## src/rtl/uart_rx_pkg.sv

```systemverilog
// Shared types and constants for the UART receiver: FSM states, majority-tap offsets, parity encodings.
package uart_rx_pkg;

  typedef enum logic [2:0] {
    IDLE   = 3'd0,
    START  = 3'd1,
    DATA   = 3'd2,
    PARITY = 3'd3,
    STOP   = 3'd4
  } rx_state_e;

  // Majority taps sit around the nominal mid-bit point OVERSAMPLE/2.
  localparam int TAP_EARLY = -1;
  localparam int TAP_MID   = 0;
  localparam int TAP_LATE  = 1;

  localparam logic PAR_EVEN = 1'b0;
  localparam logic PAR_ODD  = 1'b1;

  function automatic logic majority3(input logic a, input logic b, input logic c);
    return (a & b) | (a & c) | (b & c);
  endfunction

endpackage

```

## src/rtl/uart_rx_sampler.sv

```systemverilog
// Per-bit oversampling counters and 3-tap majority vote; result resolved on the late tap, no backpressure.
module uart_rx_sampler
  import uart_rx_pkg::*;
#(
  parameter int OVERSAMPLE = 8,
  parameter int BCW        = 4
) (
  input  logic           clk,
  input  logic           rst,
  input  logic           en_i,
  input  logic           clr_i,
  input  logic           rx_i,
  output logic           sampled_bit_o,
  output logic           sample_done_o,
  output logic           bit_done_o,
  output logic [BCW-1:0] bit_cnt_o
);

  localparam int ECW = $clog2(OVERSAMPLE);
  localparam logic [ECW-1:0] EDGE_LAST = ECW'(OVERSAMPLE - 1);
  localparam logic [ECW-1:0] TAP_LO    = ECW'(OVERSAMPLE / 2 + TAP_EARLY);
  localparam logic [ECW-1:0] TAP_CTR   = ECW'(OVERSAMPLE / 2 + TAP_MID);
  localparam logic [ECW-1:0] TAP_HI    = ECW'(OVERSAMPLE / 2 + TAP_LATE);

  logic [ECW-1:0] edge_cnt_q, edge_cnt_d;
  logic [BCW-1:0] bit_cnt_q, bit_cnt_d;
  logic           tap_lo_q, tap_lo_d;
  logic           tap_ctr_q, tap_ctr_d;

  always_comb begin
    edge_cnt_d = edge_cnt_q;
    bit_cnt_d  = bit_cnt_q;
    tap_lo_d   = tap_lo_q;
    tap_ctr_d  = tap_ctr_q;
    if (clr_i) begin
      edge_cnt_d = '0;
      bit_cnt_d  = '0;
    end else if (en_i) begin
      if (edge_cnt_q == EDGE_LAST) begin
        edge_cnt_d = '0;
        bit_cnt_d  = bit_cnt_q + BCW'(1);
      end else begin
        edge_cnt_d = edge_cnt_q + ECW'(1);
      end
      if (edge_cnt_q == TAP_LO)  tap_lo_d  = rx_i;
      if (edge_cnt_q == TAP_CTR) tap_ctr_d = rx_i;
    end
  end

  always_ff @(posedge clk) begin
    if (!rst) begin
      edge_cnt_q <= '0;
      bit_cnt_q  <= '0;
      tap_lo_q   <= 1'b1;
      tap_ctr_q  <= 1'b1;
    end else begin
      edge_cnt_q <= edge_cnt_d;
      bit_cnt_q  <= bit_cnt_d;
      tap_lo_q   <= tap_lo_d;
      tap_ctr_q  <= tap_ctr_d;
    end
  end

  // The third tap is the live input, so the vote resolves in the same cycle as the late sample.
  assign sampled_bit_o = majority3(tap_lo_q, tap_ctr_q, rx_i);
  assign sample_done_o = en_i && (edge_cnt_q == TAP_HI);
  assign bit_done_o    = en_i && (edge_cnt_q == EDGE_LAST);
  assign bit_cnt_o     = bit_cnt_q;

endmodule

```

## src/rtl/uart_rx_top.sv

```systemverilog
// UART receiver: start/data/parity/stop framing, results registered at mid-stop; no backpressure.
// Optional UART_RX_SYNC_EN adds a 2-flop input synchronizer (+2 cycles latency).
module uart_rx_top
  import uart_rx_pkg::*;
#(
  parameter int WIDTH      = 8,
  parameter int OVERSAMPLE = 8
) (
  input  logic             clk,
  input  logic             rst,
  input  logic             RX_IN,
  input  logic             par_en,
  input  logic             PAR_TYP,
  output logic [WIDTH-1:0] P_DATA,
  output logic             Data_Valid,
  output logic             par_err,
  output logic             stp_err,
  output logic             busy
);

  localparam int BCW = $clog2(WIDTH + 3);

  logic rx_s;

`ifdef UART_RX_SYNC_EN
  logic [1:0] sync_q;
  always_ff @(posedge clk) begin
    if (!rst) sync_q <= 2'b11;
    else      sync_q <= {sync_q[0], RX_IN};
  end
  assign rx_s = sync_q[1];
`else
  assign rx_s = RX_IN;
`endif

  rx_state_e        state_q, state_d;
  logic [WIDTH-1:0] shift_q, shift_d;
  logic [WIDTH-1:0] pdata_q, pdata_d;
  logic             par_flag_q, par_flag_d;
  logic             fpar_en_q, fpar_en_d;
  logic             fpar_typ_q, fpar_typ_d;
  logic             dv_q, dv_d;
  logic             pe_q, pe_d;
  logic             se_q, se_d;

  logic             start_det;
  logic             smp_en;
  logic             go_idle;
  logic             exp_par;
  logic             sampled_bit;
  logic             sample_done;
  logic             bit_done;
  logic [BCW-1:0]   bit_cnt;

  assign start_det = (state_q == IDLE) && !rx_s;
  // The detect cycle counts as oversample 0 of the start bit.
  assign smp_en    = (state_q != IDLE) || start_det;
  assign exp_par   = (fpar_typ_q == PAR_ODD) ? ~^shift_q : ^shift_q;

  uart_rx_sampler #(
    .OVERSAMPLE (OVERSAMPLE),
    .BCW        (BCW)
  ) u_sampler (
    .clk           (clk),
    .rst           (rst),
    .en_i          (smp_en),
    .clr_i         (go_idle),
    .rx_i          (rx_s),
    .sampled_bit_o (sampled_bit),
    .sample_done_o (sample_done),
    .bit_done_o    (bit_done),
    .bit_cnt_o     (bit_cnt)
  );

  always_comb begin
    state_d    = state_q;
    shift_d    = shift_q;
    pdata_d    = pdata_q;
    par_flag_d = par_flag_q;
    fpar_en_d  = fpar_en_q;
    fpar_typ_d = fpar_typ_q;
    dv_d       = 1'b0;
    pe_d       = 1'b0;
    se_d       = 1'b0;
    go_idle    = 1'b0;
    unique case (state_q)
      IDLE: begin
        if (!rx_s) begin
          state_d    = START;
          fpar_en_d  = par_en;
          fpar_typ_d = PAR_TYP;
          par_flag_d = 1'b0;
        end
      end
      START: begin
        if (sample_done && sampled_bit) begin
          state_d = IDLE;
          go_idle = 1'b1;
        end else if (bit_done) begin
          state_d = DATA;
        end
      end
      DATA: begin
        if (sample_done) shift_d = {sampled_bit, shift_q[WIDTH-1:1]};
        if (bit_done && (bit_cnt == BCW'(WIDTH))) state_d = fpar_en_q ? PARITY : STOP;
      end
      PARITY: begin
        if (sample_done) par_flag_d = (sampled_bit != exp_par);
        if (bit_done) state_d = STOP;
      end
      STOP: begin
        // Leave at mid-stop so a following start edge is never missed.
        if (sample_done) begin
          state_d = IDLE;
          go_idle = 1'b1;
          if (!sampled_bit) begin
            se_d = 1'b1;
          end else if (par_flag_q) begin
            pe_d = 1'b1;
          end else begin
            pdata_d = shift_q;
            dv_d    = 1'b1;
          end
        end
      end
      default: begin
        state_d = IDLE;
        go_idle = 1'b1;
      end
    endcase
  end

  always_ff @(posedge clk) begin
    if (!rst) begin
      state_q    <= IDLE;
      shift_q    <= '0;
      pdata_q    <= '0;
      par_flag_q <= 1'b0;
      fpar_en_q  <= 1'b0;
      fpar_typ_q <= PAR_EVEN;
      dv_q       <= 1'b0;
      pe_q       <= 1'b0;
      se_q       <= 1'b0;
    end else begin
      state_q    <= state_d;
      shift_q    <= shift_d;
      pdata_q    <= pdata_d;
      par_flag_q <= par_flag_d;
      fpar_en_q  <= fpar_en_d;
      fpar_typ_q <= fpar_typ_d;
      dv_q       <= dv_d;
      pe_q       <= pe_d;
      se_q       <= se_d;
    end
  end

  assign P_DATA     = pdata_q;
  assign Data_Valid = dv_q;
  assign par_err    = pe_q;
  assign stp_err    = se_q;
  assign busy       = (state_q != IDLE);

endmodule

```

## config.mk

```make
export PLATFORM = sky130hd
export DESIGN_NAME = uart_rx_top
export DESIGN_NICKNAME = d
export VERILOG_FILES = /design/src/rtl/uart_rx_pkg.sv /design/src/rtl/uart_rx_sampler.sv /design/src/rtl/uart_rx_top.sv
export SDC_FILE = /design/constraint.sdc
export NUM_CORES = 1
export LEC_CHECK = 0
export BUFFER_PORTS_ARGS = -buffer_cell sky130_fd_sc_hd__buf_2
export CORE_ASPECT_RATIO = 1.25
export CORE_MARGIN = 2
export CORE_UTILIZATION = 40
export DETAILED_ROUTE_END_ITERATION = 8
export GPL_TIMING_DRIVEN = 0
export PLACE_DENSITY = 0.56
export SLEW_MARGIN = 20
export SYNTH_ARGS = -nofsm -noshare
export SYNTH_HDL_FRONTEND = slang
export SYNTH_SLANG_ARGS = --single-unit
export TNS_END_PERCENT = 5
```

## constraint.sdc

```tcl
create_clock -name clk -period 3.35 [get_ports clk]
set_clock_uncertainty 0.2 [all_clocks]
set_input_delay 0 -clock clk [delete_from_list [all_inputs] [get_ports clk]]
set_output_delay 0 -clock clk [all_outputs]
set_load 0.01 [all_outputs]
```

-- Word level (Yosys, flattened, before mapping)
Cells that the tools add are included.
- add/sub/neg operators: 2
- eq/ne operators: 16
- muxes and demuxes: 19
- bitwise gates (word level): 9
- reductions and logical operators: 24
- operator list (cell ; count):
    $mux 3 ; 8
    $pmux 3 s5 ; 1
    $eq 3x3->1 const B ; 4
    $reduce_and 3->1 ; 4
    $ne 2x2->1 const B ; 5
    $eq 3x2->1 const B ; 3
    $mux 1 ; 8
    $reduce_and 4->1 ; 2
    $reduce_xnor 8->1 ; 1
    $reduce_xor 8->1 ; 1
    $reduce_and 2->1 ; 3
    $logic_and 1x1->1 ; 5
    $reduce_and 5->1 ; 1
    $add 4x1->4 const B ; 1
    $eq 4x4->1 const B ; 1
    $not 1->1 ; 4
    $add 3x1->3 const B ; 1
    $and 1x1->1 ; 3
    $eq 3x1->1 const B ; 1
    $logic_not 3->1 ; 1
    $ne 3x3->1 const B ; 1
    $pmux 1 s3 ; 1
    $reduce_bool 3->1 ; 1
    $reduce_or 3->1 ; 1
    7 further kinds ; 8
- bits in registers: 34
- input bits: 5
- output and inout bits: 12
- word-level logic and storage cells: 83

-- Depth between registers and ports, before layout
- depth after elaboration: 9
- depth in mapped cells: 8
- mapped depth without buffers: 6

-- Modules after synthesis
A second synthesis with hierarchy kept.
- cells, all modules: 165
- area, all modules: 1620.3 µm²
- modules (own cells, without submodules) (module ; instances ; cells an instance ; area an instance (µm²) ; sequential area each (µm²)):
    uart_rx_top ; 1 ; 114 ; 1162.4 ; 500.5
    uart_rx_sampler ; 1 ; 51 ; 457.9 ; 180.2

-- Least setup slack after synthesis
No wires, ideal clock.
- path type: flip-flop to flip-flop
- start: register u_sampler.edge_cnt_q[1]
- end: register shift_q[0]
- setup time: 128 ps
- arrival time: 1394 ps
- required time: 3022 ps
- slack: 1628 ps
- stages on the path, launching flop included: 9
- path buffers: 2
- period minus slack after synthesis: 1722 ps
- path through: dfxtp_1 > inv_1 > ha_1 > and2_1 > clkbuf_1 > and3_1 > buf_6 > mux2i_1 > nor2_1
- cells in the longest elaborated chain, start to end: 3
- ends and longest elaborated chain (what ; RTL line ; source):
    start, declared ; uart_rx_sampler.sv:25 ; logic [ECW-1:0] edge_cnt_q, edge_cnt_d;
    start signal, assigned ; uart_rx_sampler.sv:57 ; edge_cnt_q <= edge_cnt_d;
    $eq 3x3->1 ; uart_rx_sampler.sv:66 ; assign sample_done_o = en_i && (edge_cnt_q == TAP_HI);
    $logic_and 1x1->1 ; uart_rx_sampler.sv:66 ;
    $reduce_and 2->1 (no source line) ; - ;
    end signal, assigned ; uart_rx_top.sv:146 ; shift_q <= shift_d;
    end, declared ; uart_rx_top.sv:37 ; logic [WIDTH-1:0] shift_q, shift_d;
No other way between the ends.
A chain may end at the register's enable or synchronous reset.

-- Worst setup path after layout
- start: register u_sampler.edge_cnt_q[1]
- end: register shift_q[4]
Same word-level chain as after synthesis.

==> results.json <==
{
  "period_minus_slack_ns": 1.977,
  "drv_cap": 0,
  "crit_path_start_kind": "register",
  "core_um2": 3847,
  "antennaDiodeCount": 0,
  "clkTransAtPathRegs_ns": 0.07,
  "dieArea_um2": 4605,
  "cts_sinks": 34,
  "drtIter0Drc": 76,
  "numPortBuffers": 16,
  "start_util": 0.4237,
  "path_buf_inv": 3,
  "clock_latency_ns": 0.28,
  "tns_ns": 0,
  "ir_worst_vdd_mv": 0.2188,
  "total_power_uw": 786.1,
  "path_cells": "inv_1, ha_1, and2_1, clkbuf_1, and3_1, buf_6, mux2i_1, nor2_1",
  "route.vias.total": 1275,
  "synth_cell_types": 40,
  "die_y_um": 75.38,
  "ys_warn_count": 0,
  "antenna_left": 0,
  "drv_slew": 0,
  "syn_avg_cell_area_um2": 9.211,
  "fin_crit_sh": 0.5901,
  "grt_max_degree": 11,
  "place.gp.congestion": 0.8205,
  "dp_hpwl_mm": 2.380,
  "routed_wl_mm": 3.098,
  "rows": 25,
  "area_growth_pct": 17.11,
  "cp.required_ns": 3.31,
  "nets": 216,
  "finalHoldViolCount": 0,
  "cpPeakStageDelay_ns": 0.31,
  "post_drt_wl_per_cell_um": 11.96,
  "post-cts-setup-buffers": 0,
  "holdCritPathClass": "register to register",
  "via_per_inst": 4.923,
  "syn_inst": 177,
  "cts_tree": "done",
  "cts_htree_levels": 2,
  "cts-root-buf": "clkbuf_8",
  "relSlewSlack": 0.7120,
  "status": "completed",
  "p_leak_uw": 0.0008427,
  "worst_pin_slew_ns": 0.4319,
  "crit_family": "buffers and inverters",
  "seq_area_frac_synth": 0.4175,
  "cp_max_fo": 8,
  "clock_path_buffers": 2,
  "antenna_found_initial": 0,
  "post_cts_resized": 0,
  "ys_ff_latch": 34,
  "fmax_mhz": 505.8,
  "grt.overflow.total": 0,
  "synth_area_um2": 1630,
  "rsz0062_at_grt": "false",
  "numCtsBuffers": 5,
  "end_kind": "register",
  "num_io_pins": 17,
  "drt-pass1-iter-count": 4,
  "drc": 0,
  "criticalPathCategory": "register to register",
  "synth_nets": 189,
  "die_x_um": 61.10,
  "pre_cts_ws_ns": 1.396,
  "layout-drive-gt1-share": 0.1659,
  "setup_viol": 0,
  "rrSetupSlack_ns": 1.37,
  "p_per_area_nw_per_um2": 411.7,
  "crit_slowest_cell": "dfxtp_1",
  "grt_usage": 0.1591,
  "grt_pass1_wl_mm": 5.319,
  "setup_slack_ns": 1.373,
  "grt_pass1_vias": 1219,
  "critical_path_arrival_ns": 1.94
}
tightest hold or removal path, stage by stage, from the launching register on:
cell and delay (ns):
dfxtp_1 0.31, nand2_1 0.08, nor3_1 0.05
registers in the layout (all words and copies together), names as in the netlist:
name and count:
shift_q 8, par_err 1, u_sampler.tap_ctr_q 1, fpar_en_q 1, u_sampler.tap_lo_q 1, P_DATA 8
fpar_typ_q 1, par_flag_q 1, u_sampler.bit_cnt_o 4, u_sampler.edge_cnt_q 3, state_q 3, stp_err 1
Data_Valid 1
metal layers:
metal | part of all wire | wire, um | vias up | global-route usage
met3 | 0.037 | 114 | 6 | 0.05093
met2 | 0.54 | 1660 | 21 | 0.2955
met5 | 0 | 0 | - | 0
met4 | 0.019 | 58 | 0 | 0.06522
li1 | - | - | 653 | -
met1 | 0.41 | 1265 | 595 | 0.1597
cell usage after synthesis:
master	instances	area [um^2]
a41oi_1	2	17.52
or4b_1	1	10.01
nor3_1	3	15.01
buf_6	2	22.52
dfxtp_1	34	680.7
nand4b_1	1	8.760
xnor3_1	1	22.52
inv_1	8	30.03
ha_1	7	87.58
a21oi_1	6	30.03
and3b_1	1	8.760
maj3_2	1	11.26
o21bai_1	1	7.510
o21ai_0	4	20.02
a2bb2oi_1	1	8.760
o21a_1	1	7.510
buf_4	2	15.01
clkbuf_1	4	15.01
a211oi_1	2	15.01
xnor2_1	7	61.31
nand3_1	5	25.02
nor2b_1	1	6.260
o32ai_1	1	8.760
a31oi_1	1	6.260
xor2_1	3	26.28
or3b_2	1	8.760
nand2_1	8	30.03
and4b_1	1	10.01
nand2b_1	1	6.260
mux2i_1	18	180.2
nor4b_1	1	8.760
o211ai_2	1	12.51
o31a_1	1	8.760
and3_1	3	18.77
nand2_2	1	6.260
nor2_1	36	135.1
and2_1	1	6.260
nor4bb_1	1	10.01
buf_2	2	10.01
or3_4	1	11.26
through the flow:
stage	cells	util	instance area, um^2	hold WS, ns
finish	259	0.4963	1909	0.2794
global route	259	0.4963	1909	0.3186
CTS	259	0.4963	1909	0.2745
detailed placement	247	0.4621	1778	0.04163
global placement	247	0.4621	1778	0.03650
floorplan	177	-	1630	-0.1238
cell usage in the layout, fill, tap and decap left out, drive strengths merged, types with 2 or more instances in the layout:
cell         Yosys  layout
nand2            9       9
nand3            5       5
nor3             3       3
dlygate4sd3      0       4
o21ai            4       4
dfxtp           34      34
and3             3       3
a21oi            6       6
inv              8       8
clkbuf           4      11
xnor2            7       7
buf              6      22
a211oi           2       2
ha               7       7
mux2i           18      18
xor2             3       3
a41oi            2       2
nor2            36      36
repair_timing:
action / CTS / global route
hold buffers: 4 / 0
endpoints found under the hold margin: 17 / 0
endpoints found under the setup margin: 0 / 0
path summary, 6_finish.rpt:
check	start	to	cells past startpoint
min reg2reg	par_flag_q$_SDFFE_PN0P_	par_err$_SDFF_PN0_	2
max reg2reg	u_sampler.edge_cnt_q[1]$_SDFFE_PP0P_	shift_q[4]$_SDFFE_PN0P_	8
max	u_sampler.edge_cnt_q[1]$_SDFFE_PP0P_	shift_q[4]$_SDFFE_PN0P_	8
min	par_flag_q$_SDFFE_PN0P_	par_err$_SDFF_PN0_	2
where the power goes:
group          switching, uW  internal, uW  total (uW)
sequential              6.78           412         419
combinational           36.4          26.5        62.9
clock                    139           166         305
cell type report:
cell class / count / area [um^2]
clock buffer: 7 / 86.33
buffer: 10 / 62.56
inverter: 8 / 30.03
clock inverter: 1 / 5.005
tap: 54 / 67.56
timing repair buffer: 20 / 120.1
multi-input combinational: 125 / 857.1
sequential: 34 / 680.7
fill: 385 / 1938
cell families (layout without fill, tap and decap cells):
logic type	count (synthesis)	in the layout	synth area share
fa+ha+maj	8	8	0.06063
mux	18	18	0.1105
compound gates	21	21	0.08750
buf+inv	18	46	0.05679
xor+xnor	11	11	0.06754
simple gates	67	67	0.1996
flops	34	34	0.4175
Power figures use the tool's default switching activity.
